==> config.mk <==
export PLATFORM = sky130hd
export DESIGN_NAME = sprite_draw_scheduler
export DESIGN_NICKNAME = d
export VERILOG_FILES = /design/src/rtl/draw_pkg.sv /design/src/rtl/pixel_sweep_counter.sv /design/src/rtl/sprite_draw_scheduler.sv
export SDC_FILE = /design/constraint.sdc
export NUM_CORES = 1
export LEC_CHECK = 0
export CORE_MARGIN = 4
export CORE_UTILIZATION = 44
export CTS_CLUSTER_DIAMETER = 30
export CTS_CLUSTER_SIZE = 25
export DETAILED_ROUTE_END_ITERATION = 7
export PLACE_DENSITY = 0.93
export SETUP_SLACK_MARGIN = 0.02
export SYNTH_ARGS = -nofsm -noshare
export SYNTH_HDL_FRONTEND = slang
export SYNTH_HIERARCHICAL = 1
export SYNTH_SLANG_ARGS = --single-unit
export TNS_END_PERCENT = 1
==> constraint.sdc <==
create_clock -name clk -period 3.7 [get_ports clk]
set_input_delay 0.37 -clock clk [delete_from_list [all_inputs] [get_ports clk]]
set_output_delay 0.37 -clock clk [all_outputs]
set_load 0.005 [all_outputs]
==> src/rtl/draw_pkg.sv <==
// draw_pkg: shared screen geometry, sprite size and FSM state encoding for the sprite draw path.
// No ports; imported by pixel_sweep_counter and sprite_draw_scheduler.
package draw_pkg;
    localparam int SCREEN_W = 160;
    localparam int SCREEN_H = 120;
    localparam int SPR_DIM  = 4;

    typedef enum logic [2:0] {
        IDLE,
        CLEAR,
        SCAN,
        DRAW,
        DONE
    } state_t;
endpackage

==> src/rtl/pixel_sweep_counter.sv <==
// pixel_sweep_counter: raster counter walking every screen pixel, x fastest.
// Ports: clk, reset (sync, active-high), clear (return to (0,0)), enable (advance one pixel),
//        x/y (current pixel), wrap (high while sitting on the last pixel of the screen).
module pixel_sweep_counter
    import draw_pkg::*;
(
    input  logic       clk,
    input  logic       reset,
    input  logic       clear,
    input  logic       enable,
    output logic [7:0] x,
    output logic [6:0] y,
    output logic       wrap
);
    logic x_end;
    logic y_end;

    assign x_end = x == 8'(SCREEN_W - 1);
    assign y_end = y == 7'(SCREEN_H - 1);
    assign wrap  = x_end && y_end;

    always_ff @(posedge clk) begin
        if (reset || clear) begin
            x <= '0;
            y <= '0;
        end else if (enable) begin
            x <= x_end ? '0 : x + 8'd1;
            if (x_end)
                y <= y_end ? '0 : y + 7'd1;
        end
    end
endmodule

==> src/rtl/sprite_draw_scheduler.sv <==
// sprite_draw_scheduler: per frame, erases the screen then draws each enabled 4x4 sprite in index order.
// Ports: clk, reset (sync, active-high), frame_tick (start a frame), spr_en/spr_x/spr_y/spr_c (packed
//        per-sprite enable, position, colour), x/y/colour/plot (registered pixel-write port),
//        busy (frame in progress), frame_done (one-cycle completion pulse), overrun (sticky: tick while busy).
module sprite_draw_scheduler
    import draw_pkg::*;
#(
    parameter int         N_SPR     = 9,
    parameter logic [2:0] BG_COLOUR = 3'b000
)
(
    input  logic               clk,
    input  logic               reset,
    input  logic               frame_tick,
    input  logic [N_SPR-1:0]   spr_en,
    input  logic [8*N_SPR-1:0] spr_x,
    input  logic [7*N_SPR-1:0] spr_y,
    input  logic [3*N_SPR-1:0] spr_c,
    output logic [7:0]         x,
    output logic [6:0]         y,
    output logic [2:0]         colour,
    output logic               plot,
    output logic               busy,
    output logic               frame_done,
    output logic               overrun
);
    localparam int PW = $clog2(N_SPR + 1);

    state_t        state;
    logic [PW-1:0] ptr;
    logic [PW-1:0] sel;
    logic [7:0]    sx;
    logic [6:0]    sy;
    logic [2:0]    sc;
    logic [1:0]    dx;
    logic [1:0]    dy;
    logic [8:0]    px;
    logic [7:0]    py;
    logic [7:0]    cx;
    logic [6:0]    cy;
    logic          wrap;
    logic          last_dx;
    logic          last_dy;

    pixel_sweep_counter sweep (
        .clk    (clk),
        .reset  (reset),
        .clear  (state == IDLE),
        .enable (state == CLEAR),
        .x      (cx),
        .y      (cy),
        .wrap   (wrap)
    );

    // ptr reaches N_SPR as the end marker; keep the select in range for the input slices
    assign sel     = (ptr < PW'(N_SPR)) ? ptr : '0;
    // one bit wider than the coordinate so a sum past the edge is clipped rather than wrapped
    assign px      = {1'b0, sx} + {7'b0, dx};
    assign py      = {1'b0, sy} + {6'b0, dy};
    assign last_dx = dx == 2'(SPR_DIM - 1);
    assign last_dy = dy == 2'(SPR_DIM - 1);

    always_ff @(posedge clk) begin
        if (reset) begin
            state      <= IDLE;
            ptr        <= '0;
            sx         <= '0;
            sy         <= '0;
            sc         <= '0;
            dx         <= '0;
            dy         <= '0;
            x          <= '0;
            y          <= '0;
            colour     <= '0;
            plot       <= 1'b0;
            busy       <= 1'b0;
            frame_done <= 1'b0;
            overrun    <= 1'b0;
        end else begin
            plot       <= 1'b0;
            frame_done <= 1'b0;
            if (frame_tick && state != IDLE)
                overrun <= 1'b1;
            case (state)
                IDLE: begin
                    if (frame_tick) begin
                        state <= CLEAR;
                        busy  <= 1'b1;
                    end
                end
                CLEAR: begin
                    x      <= cx;
                    y      <= cy;
                    colour <= BG_COLOUR;
                    plot   <= 1'b1;
                    if (wrap) begin
                        state <= SCAN;
                        ptr   <= '0;
                    end
                end
                SCAN: begin
                    if (ptr == PW'(N_SPR)) begin
                        state      <= DONE;
                        frame_done <= 1'b1;
                    end else if (spr_en[sel]) begin
                        sx    <= spr_x[int'(sel) * 8 +: 8];
                        sy    <= spr_y[int'(sel) * 7 +: 7];
                        sc    <= spr_c[int'(sel) * 3 +: 3];
                        dx    <= '0;
                        dy    <= '0;
                        state <= DRAW;
                    end else begin
                        ptr <= ptr + PW'(1);
                    end
                end
                DRAW: begin
                    x      <= px[7:0];
                    y      <= py[6:0];
                    colour <= sc;
                    plot   <= (px < 9'(SCREEN_W)) && (py < 8'(SCREEN_H));
                    dx     <= dx + 2'd1;
                    if (last_dx)
                        dy <= dy + 2'd1;
                    if (last_dx && last_dy) begin
                        ptr   <= ptr + PW'(1);
                        state <= SCAN;
                    end
                end
                DONE: begin
                    state <= IDLE;
                    busy  <= 1'b0;
                end
                default: state <= IDLE;
            endcase
        end
    end
endmodule

* Word-level counts from Yosys, hierarchy flattened *
Cells that the tools add are included.

operators by class
  muxes and demuxes = 28
  div/mod/pow operators = 0
  eq/ne operators = 17
  reductions and logical operators = 19
  order comparisons = 4
  bitwise operators = 2
  shift-type cells = 3
  add/sub/neg operators = 7
  multipliers = 2

operator list
  cell                 count
  $shiftx 72x8->8      1
  $shiftx 63x8->7      1
  $shiftx 27x7->3      1
  $mux 4               5
  $pmux 8 s2           1
  $mux 3               5
  $ne 2x2->1 const B   7
  $pmux 7 s2           1
  $pmux 3 s4           1
  $pmux 4 s3           1
  $add 8x2->9          1
  $lt 9x8->1 const B   1
  $add 7x2->8          1
  $add 8x1->8 const B  1
  $eq 8x8->1 const B   1
  $lt 8x7->1 const B   1
  $mux 8               1
  $pmux 2 s2           2
  $reduce_and 4->1     2
  $add 7x1->7 const B  1
  $eq 7x7->1 const B   1
  $mul 4x3->7 const B  1
  $mux 7               1
  $eq 3x2->1 const B   2
  other kinds (25)     41

word-level totals
  bits in latches = 0
  register bits = 66
  RAM bits = 0
  bits in read-only memories = 0
  memories kept = 0
  output and inout port bits = 22
  input port bits = 174

* Logic depth before layout (Yosys ltp) *
Gate-level depths: netlist (run 1).

  word-level depth = 7
  depth in mapped cells = 12
  depth with buffers taken out = 10

* Cells and area by module *
Netlist (run 1), hierarchy kept.

modules (own cells, without submodules)
  module                 sequential area each (um^2)  times used  area each (um^2)  cells an instance
  sprite_draw_scheduler  1021.0                       1           3936.3            480
  pixel_sweep_counter    300.3                        1           778.2             81

* Worst setup path before layout (run 1) *
OpenSTA, ideal clock, no wires.

  path type = flip-flop to flip-flop
  from = register ptr[0]
  to = register sx[0]
  required time = 3.566 ns
  cell stages (with the launch flop) = 13
  library setup time = 0.134 ns
  data arrival time = 2.419 ns
  path slack = 1.147 ns
  path buffers = 4
  cell sequence = dfxtp_1 buf_4 inv_4 buf_2 ha_1 nand2b_1 a21oi_1 buf_2 a21o_1 o211a_2 nor3_4 buf_4 a211oi_1

between the ends
  cells in the longest elaborated chain, start to end = 5
  elaborated cells on any way between the ends = 8
  classes of those cells = order compare: 1; eq/ne: 1; shift: 1; mux: 3; bitwise: 1; reduce/logical: 1

ends and longest elaborated chain
  what                                                                RTL line                      RTL
  from (decl)                                                         sprite_draw_scheduler.sv:30   logic [PW-1:0] ptr;
  from (signal assigned)                                              sprite_draw_scheduler.sv:113  ptr <= ptr + PW'(1);
  from (signal assigned)                                              sprite_draw_scheduler.sv:125  ptr <= ptr + PW'(1);
  parallel branches: the longest is 5 deep, another holds $lt 4x4->1  -
  to (signal assigned)                                                sprite_draw_scheduler.sv:106  sx <= spr_x[int'(sel) * 8 +: 8];
  to (decl)                                                           sprite_draw_scheduler.sv:32   logic [7:0] sx;

Parallel ways; which one is timed is not known. The select of a mux whose other input is x is not followed.
A chain may end at the register's enable or synchronous reset.

* Worst setup path in the final report (run 1) *
  from = register ptr[1]
  to = register sx[3]

Same word-level chain as after synthesis.

==> results.md, run 1 <==
* Status: finished clean
* Row count at 37
* Worst skew pair latency at approximately 350 ps
* Rel. slew slack at 0.379
* Worst Setup End Kind: flop
* Initial antenna violation count at 1
* Crit share post-route at 0.781
* PD cells at around 260 nW/µm²
* Net Sw Frac at 0.245
* H-tree levels at 3
* Fillers at 809
* Maxcap violations at 0
* Final Non-Filler Cells at ~880
* Area grow syn2layout at 47.6%
* Worst hold path class: flop to flop
* Top Ports at approximately 200
* Fin Clk Skew at about 7.4 ps
* Hold Vio Cnt, Final at 0
* Setup slack after layout at 810 ps
* Post-Syn Nets at between 700 and 800
* Avg Cell Area, Syn at ~8.4 µm²
* RSZ-0062 raised after global routing: no
* Top post-synthesis cells by area: dfxtp_1 (28%), mux2i_1 (7.2%), mux4_2 (7.2%), a21oi_1 (5.7%), a211oi_1 (5.4%)
* Core Footprint at a little over 10000 µm²
* Largest net degree at the start of global routing at 54
* Share of cells above drive strength 1 at 0.0894
* Overall routed net length at between 15000 and 20000 µm
* Vias in the first global route at between 5000 and 6000
* Cell taking the most area after synthesis: dfxtp_1
* Fmax at 346 MHz
* DRT iter0 DRCs at around 520
* Die ar. at ~12000 µm²
* Seq pwr share at 0.409
* Critical path class: flop to flop
* Tmin final at a little under 3000 ps
* Root Driver: clkbuf_8
* Post-cts sizing count at 0
* Clk buf depth at 2
* Netlist cell types at 65
* Hold_sp: colour[0]
* Total track usage at 0.258
* Leak Pwr at ~2.3 nW
* Initial core utilization at 0.455
* CTS Hold Bufs at 0
* Via count at a little over 5000
* Die width at 112 µm
* DRT Pass-1 Iters at 5
* Num CTS Buffers at 9
* Hold Path Depth at 2
* Grt ovf at 0
* Post-synth EDFFs at 0
* #FFs+latches synth at 66
* GP Congestion at just over 0.9
* Worst r2r dst: sx[3]
* Cell depth of the worst flop-to-flop path at 9
* Flop2flop setup slack at ~810 ps
* Req. time, crit path at roughly 3900 ps
* Seq/Total Area, Yosys at 0.280
* Pwr Total at between 0.0015 and 0.002 W
* Startpoint types: flop
* Cell Int Power at 0.00137 W
* Comb power frac at 0.209
* First-pass GRT wire length at approximately 26000 µm
* Post-layout util at 0.671
* Clock power share at 0.383
* Ys async rst share at 0
* Die Span Y at between 100 and 150 µm
* CTS tree: done
* Final Max Tran Viols at 0
* Worst r2r src: ptr[1]
* Worst vdd ir at between 150 and 200 µV
* Share of the synthesized area in the top cell type at 0.280
* Fin nets at 920
* Final HPWL DP at about 13000 µm
* Synth Flop Type: dfxtp_1
* Post-CTS Setup Repair Bufs at 0
* Post-route setup TNS at 0 ps
* Clock-pin slew on the worst setup and hold paths at about 80 ps
* Routed Antenna Nets at 0
* NetSw at approximately 0.00044 W
* Final setup fails at 0
* Slew @ Worst Pin at ~930 ps
* Hold endpoint: colour[0]
* Yosys warning count at 6
* Synth Instances at around 560
* Residual DRC at 0
* Place WS at between 800 and 900 ps
* Routed wire length per instance at ~19 µm
* CP max FO at 18
* Clock sink total at 66
* Mapped cell area at 4710 µm²
* Worst Path Arrival at ~3100 ps
* IO buf count at around 200
* DR vias/cell at approximately 5.9
* Placed Instances at ~860
-- registers in the layout (all words and copies together), names as in the netlist --
name        cells
busy            1
colour          3
dx              2
dy              2
frame_done      1
overrun         1
plot            1
ptr             4
sc              3
state           3
sweep/x         8
sweep/y         7
sx              8
sy              7
x               8
y               7
-- synthesized netlist by cell type, types with 11 or more instances --
library cell  count
mux4_2           15
buf_2            13
dfxtp_1          66
nor2_1           43
o221ai_1         18
a211oi_1         34
nand2_1          57
nand3_1          12
a21oi_1          54
o21ai_0          25
a22oi_1          16
inv_1            16
ha_1             11
mux2i_1          34
clkbuf_1         23
-- stage by stage --
step / hold WS [ps] / cell area [µm²]
after floorplan: 448 / 4710
after global placement: 441 / 6730
after detailed placement: 451 / 6730
after CTS: 461 / 6950
after global routing: 496 / 6960
final: 458 / 6960
-- layout by cell type (no fill, tap or decap), types with 3 or more instances in the layout --
cell             synthesis  layout
clkdlybuf4s50_1          0     194
dfxtp_1                 66      66
nand2_1                 57      57
a21oi_1                 54      53
nor2_1                  43      43
mux2i_1                 34      34
a211oi_1                34      34
o21ai_0                 25      25
o221ai_1                18      18
inv_1                   16      16
a22oi_1                 16      16
mux4_2                  15      15
buf_4                    4      13
nand3_1                 12      12
ha_1                    11      11
xnor2_1                 10      10
clkbuf_8                 0      10
nor3_1                   9       9
o211ai_1                 7       7
nor2b_1                  7       6
nand4_1                  6       6
xor2_1                   6       6
nand2b_1                 5       5
nand3b_1                 5       5
a311oi_1                 4       4
a21o_1                   3       3
or2_2                    3       3
or3_1                    3       3
mux2_2                   3       3
-- power by group through the flow --
stage          sequential (W)  combinational, W  clock (W)
6_report             0.000739          0.000378   0.000692
5_1_grt              0.000742          0.000407   0.000726
4_1_cts              0.000740          0.000378   0.000700
3_5_place_dp         0.000756          0.000376          0
3_3_place_gp         0.000756          0.000367          0
2_1_floorplan        0.000750          0.000141          0
-- kinds of logic after synthesis --
| logic type | synth area share |
|---|---|
| fa+ha+maj | 0.0377 |
| compound gates | 0.261 |
| mux | 0.153 |
| buf+inv | 0.0597 |
| flops | 0.280 |
| xor+xnor | 0.0297 |
| simple gates | 0.179 |
-- how the worst max path moves through the flow --
stage	from	to	slack, ps	cells after the start
2_1_floorplan	ptr[0]	sx[0]	1150	12
3_3_place_gp	ptr[1]	sc[0]	1040	9
3_5_place_dp	ptr[1]	sx[3]	860	9
4_1_cts	ptr[1]	sx[3]	840	9
5_1_grt	ptr[1]	sy[5]	590	9
6_report	ptr[1]	sx[3]	810	9
-- layout make-up --
cell class | instances | area [µm²] | area share
multi-input cells | 431 | 3130 | 0.449
repair buffers | 208 | 2040 | 0.294
flip-flops and latches | 66 | 1320 | 0.190
well taps | 136 | 170 | 0.0245
clock buffers | 10 | 138 | 0.0198
clock inverters | 6 | 88.8 | 0.0128
inverters | 17 | 66.3 | 0.00953
diodes | 1 | 2.50 | 0.000360
-- critical path: stages, from the launching register on --
cell and delay (ps):
dfxtp_1 320, buf_4 220, inv_1 140, ha_1 240, nand2b_1 170, a21oi_1 200, o22a_1 310, o211a_2 340
nor3_4 600, a211oi_1 180
-- layer usage --
layer	GRT usage	vias up	wire, µm
li1	-	2464	-
met4	0.109	0	553
met3	0.0554	38	1170
met1	0.292	2455	6400
met5	0	-	0
met2	0.469	242	8320
Note: power is estimated with default switching activity, not from simulation.
==> inputs of run 2 (changes only) <==
--- a/config.mk
+++ b/config.mk
@@ -6,11 +6,11 @@
 export NUM_CORES = 1
 export LEC_CHECK = 0
 export CORE_MARGIN = 4
-export CORE_UTILIZATION = 44
+export CORE_UTILIZATION = 40
 export CTS_CLUSTER_DIAMETER = 30
 export CTS_CLUSTER_SIZE = 25
 export DETAILED_ROUTE_END_ITERATION = 7
-export PLACE_DENSITY = 0.93
+export PLACE_DENSITY = 0.9
 export SETUP_SLACK_MARGIN = 0.02
 export SYNTH_ARGS = -nofsm -noshare
 export SYNTH_HDL_FRONTEND = slang
==> constraint.sdc (replaced) <==
create_clock -name clk -period 2.55 [get_ports clk]
set_input_delay 0.255 -clock clk [delete_from_list [all_inputs] [get_ports clk]]
set_output_delay 0.255 -clock clk [all_outputs]
set_load 0.005 [all_outputs]
==> results.md, run 2 (synthesis gave the netlist of run 1 again) <==
* Status: finished clean
* Overall routed net length at 16800 µm (+2.2%)
* Grt ovf at 0 (unchanged)
* Worst vdd ir at 367 µV (+130%)
* Pwr Total at 0.00277 W (+53%)
* Registers with the most flip-flops: sweep/x (8), sx (8), x (8)
* Cell depth of the worst flop-to-flop path at 9 (unchanged)
* DRT iter0 DRCs at 438 (-16%)
* Fin nets at 941 (+2.3%)
* Setup slack after layout at 87.8 ps (-723 ps)
* Maxcap violations at 0 (unchanged)
* Critical path class: flop to flop
* Most common cell after layout, fill and taps aside: clkdlybuf4s50_1
* CTS Hold Bufs at 0 (unchanged)
* Slowest CP cell: or3_1
* CP max FO at 5 (-13)
* Slew @ Worst Pin at 609 ps (-323 ps)
* Row count at 39 (+5.4%)
* Final Max Tran Viols at 0 (unchanged)
* Final setup fails at 0 (unchanged)
* Place WS at -70.0 ps (-930 ps)
* Via count at 5318 (+2.3%)
* H-tree levels at 3 (unchanged)
* CP Capture Point: ptr[1]
* Worst r2r src: sweep/y[0]
* PD cells at 385 nW/µm² (+48%)
* Final HPWL DP at 13100 µm (-0.92%)
* Vias in the first global route at 5264 (+0.29%)
* Total track usage at 0.247 (-0.0112)
* Routed wire length per instance at 18.6 µm (-0.93%)
* DRT Pass-1 Iters at 6 (+1)
* Hold Path Depth at 2 (unchanged)
* Residual DRC at 0 (unchanged)
* Initial antenna violation count at 2 (+1)
* Rel. slew slack at 0.591 (+0.212)
* Die width at 117 µm (+4.5%)
* GP Congestion at 0.964 (+5.6%)
* Critical path startpoint: sweep/y[0]
* CP cell instances: ha_2, and4_4, nand3b_1, nor4_2, nor2b_2, a311oi_1, or3_1, a2111o_1, a21oi_1
* Post-layout util at 0.627 (-0.0437)
* Req. time, crit path at 2810 ps (-1080 ps)
* Startpoint types: flop
* Initial core utilization at 0.411 (-0.0435)
* Crit share post-route at 0.966 (+0.185)
* Top Ports at 196 (unchanged)
* Worst Setup End Kind: flop
* Root Driver: clkbuf_16
* Core Footprint at 11500 µm² (+11%)
* Die ar. at 13600 µm² (+9.3%)
* Worst skew pair latency at 330 ps (-20 ps)
* Worst hold path class: primary input to flop
* First-pass GRT wire length at 26300 µm (+0.11%)
* Worst r2r dst: ptr[1]
* Largest net degree at the start of global routing at 37 (-31%)
* Leak Pwr at 2.39 nW (+5.9%)
* Die Span Y at 117 µm (+4.5%)
* Clk buf depth at 2 (unchanged)
* Num CTS Buffers at 9 (unchanged)
* Fin Clk Skew at 6.80 ps (-0.629 ps)
* Post-route setup TNS at 0 ps (unchanged)
* IO buf count at 195 (unchanged)
* DR vias/cell at 5.89 (-0.88%)
* Hold Vio Cnt, Final at 0 (unchanged)
* Worst Path Arrival at 2720 ps (-360 ps)
* RSZ-0062 raised after global routing: no
* Clock sink total at 66 (unchanged)
* Clock-pin slew on the worst setup and hold paths at 60 ps (-20 ps)
* Tmin final at 2460 ps (-427 ps)
* Routed Antenna Nets at 0 (unchanged)
* Share of cells above drive strength 1 at 0.117 (+0.0280)
* CTS tree: done
* Max incr delay on CP at 450 ps (-150 ps)
* Fmax at 406 MHz (+17%)
* Most frequent cells in the layout: clkdlybuf4s50_1 (194), dfxtp_1 (65), nand2_1 (57)
* Flop2flop setup slack at 90 ps (-720 ps)
* Area grow syn2layout at 52.5%
run 2: changes by cell type in the layout (fill, tap and decap cells not counted), sizes merged:
| cell | previous run | this run |
|---|---|---|
| diode | 1 | 2 |
| clkbuf | 10 | 13 |
| bufinv | 2 | 0 |
| buf | 14 | 35 |
| inv | 18 | 17 |
| clkinvlp | 2 | 1 |
run 2: worst min path at each step:
stage | start | endpoint | slack, ps
3_3_place_gp | colour[1] | colour[1] | 450
5_1_grt | reset | y[3] | 340
3_5_place_dp | colour[1] | colour[1] | 450
6_report | reset | overrun | 330
4_1_cts | reset | y[3] | 320
2_1_floorplan | sc[2] | colour[2] | 450
run 2: cell type report:
type	instances	area, µm²
Fill cell	891	4280
Antenna cell	2	5.00
Clock inverter	2	12.5
Clock buffer	13	260
Multi-Input combinational cell	431	3130
Timing Repair Buffer	229	2210
Tap cell	143	179
Inverter	17	66.3
Sequential cell	66	1320
run 2: worst max-delay path, delay by kind of cell, from the launching register on:
family	cells	cell delay, ps
DFF	1	330
AOI/OAI and AO/OA	3	620
and+or+nand+nor	5	1260
adders and majority gates	1	180
run 2: through the flow:
step,instances,hold WS (ps),area [µm²]
after detailed placement,884,454,6880
after global routing,903,341,7190
after floorplan,561,448,4710
after global placement,884,446,6880
after CTS,900,324,7170
final,903,333,7190
run 2: metal layers:
layer,vias up,part of all wire,track usage
met5,-,0,0
met4,0,0.019,0.0810
met3,23,0.083,0.0565
met2,254,0.52,0.437
met1,2531,0.38,0.296
li1,2510,-,-
run 2: power breakdown:
group | internal [W] | leakage (nW) | switching [W]
Sequential | 0.00105 | 0.534 | 0.0000129
Combinational | 0.000362 | 1.72 | 0.000204
Clock | 0.000704 | 0.132 | 0.000433
Total | 0.00212 | 2.39 | 0.000651
run 2: timing repair:
action	4_1_cts	5_1_grt
setup endpoints to repair	1	3
setup buffers	1	1
pin swaps	2	3
resized for setup	1	4
endpoints found under the hold margin	0	0
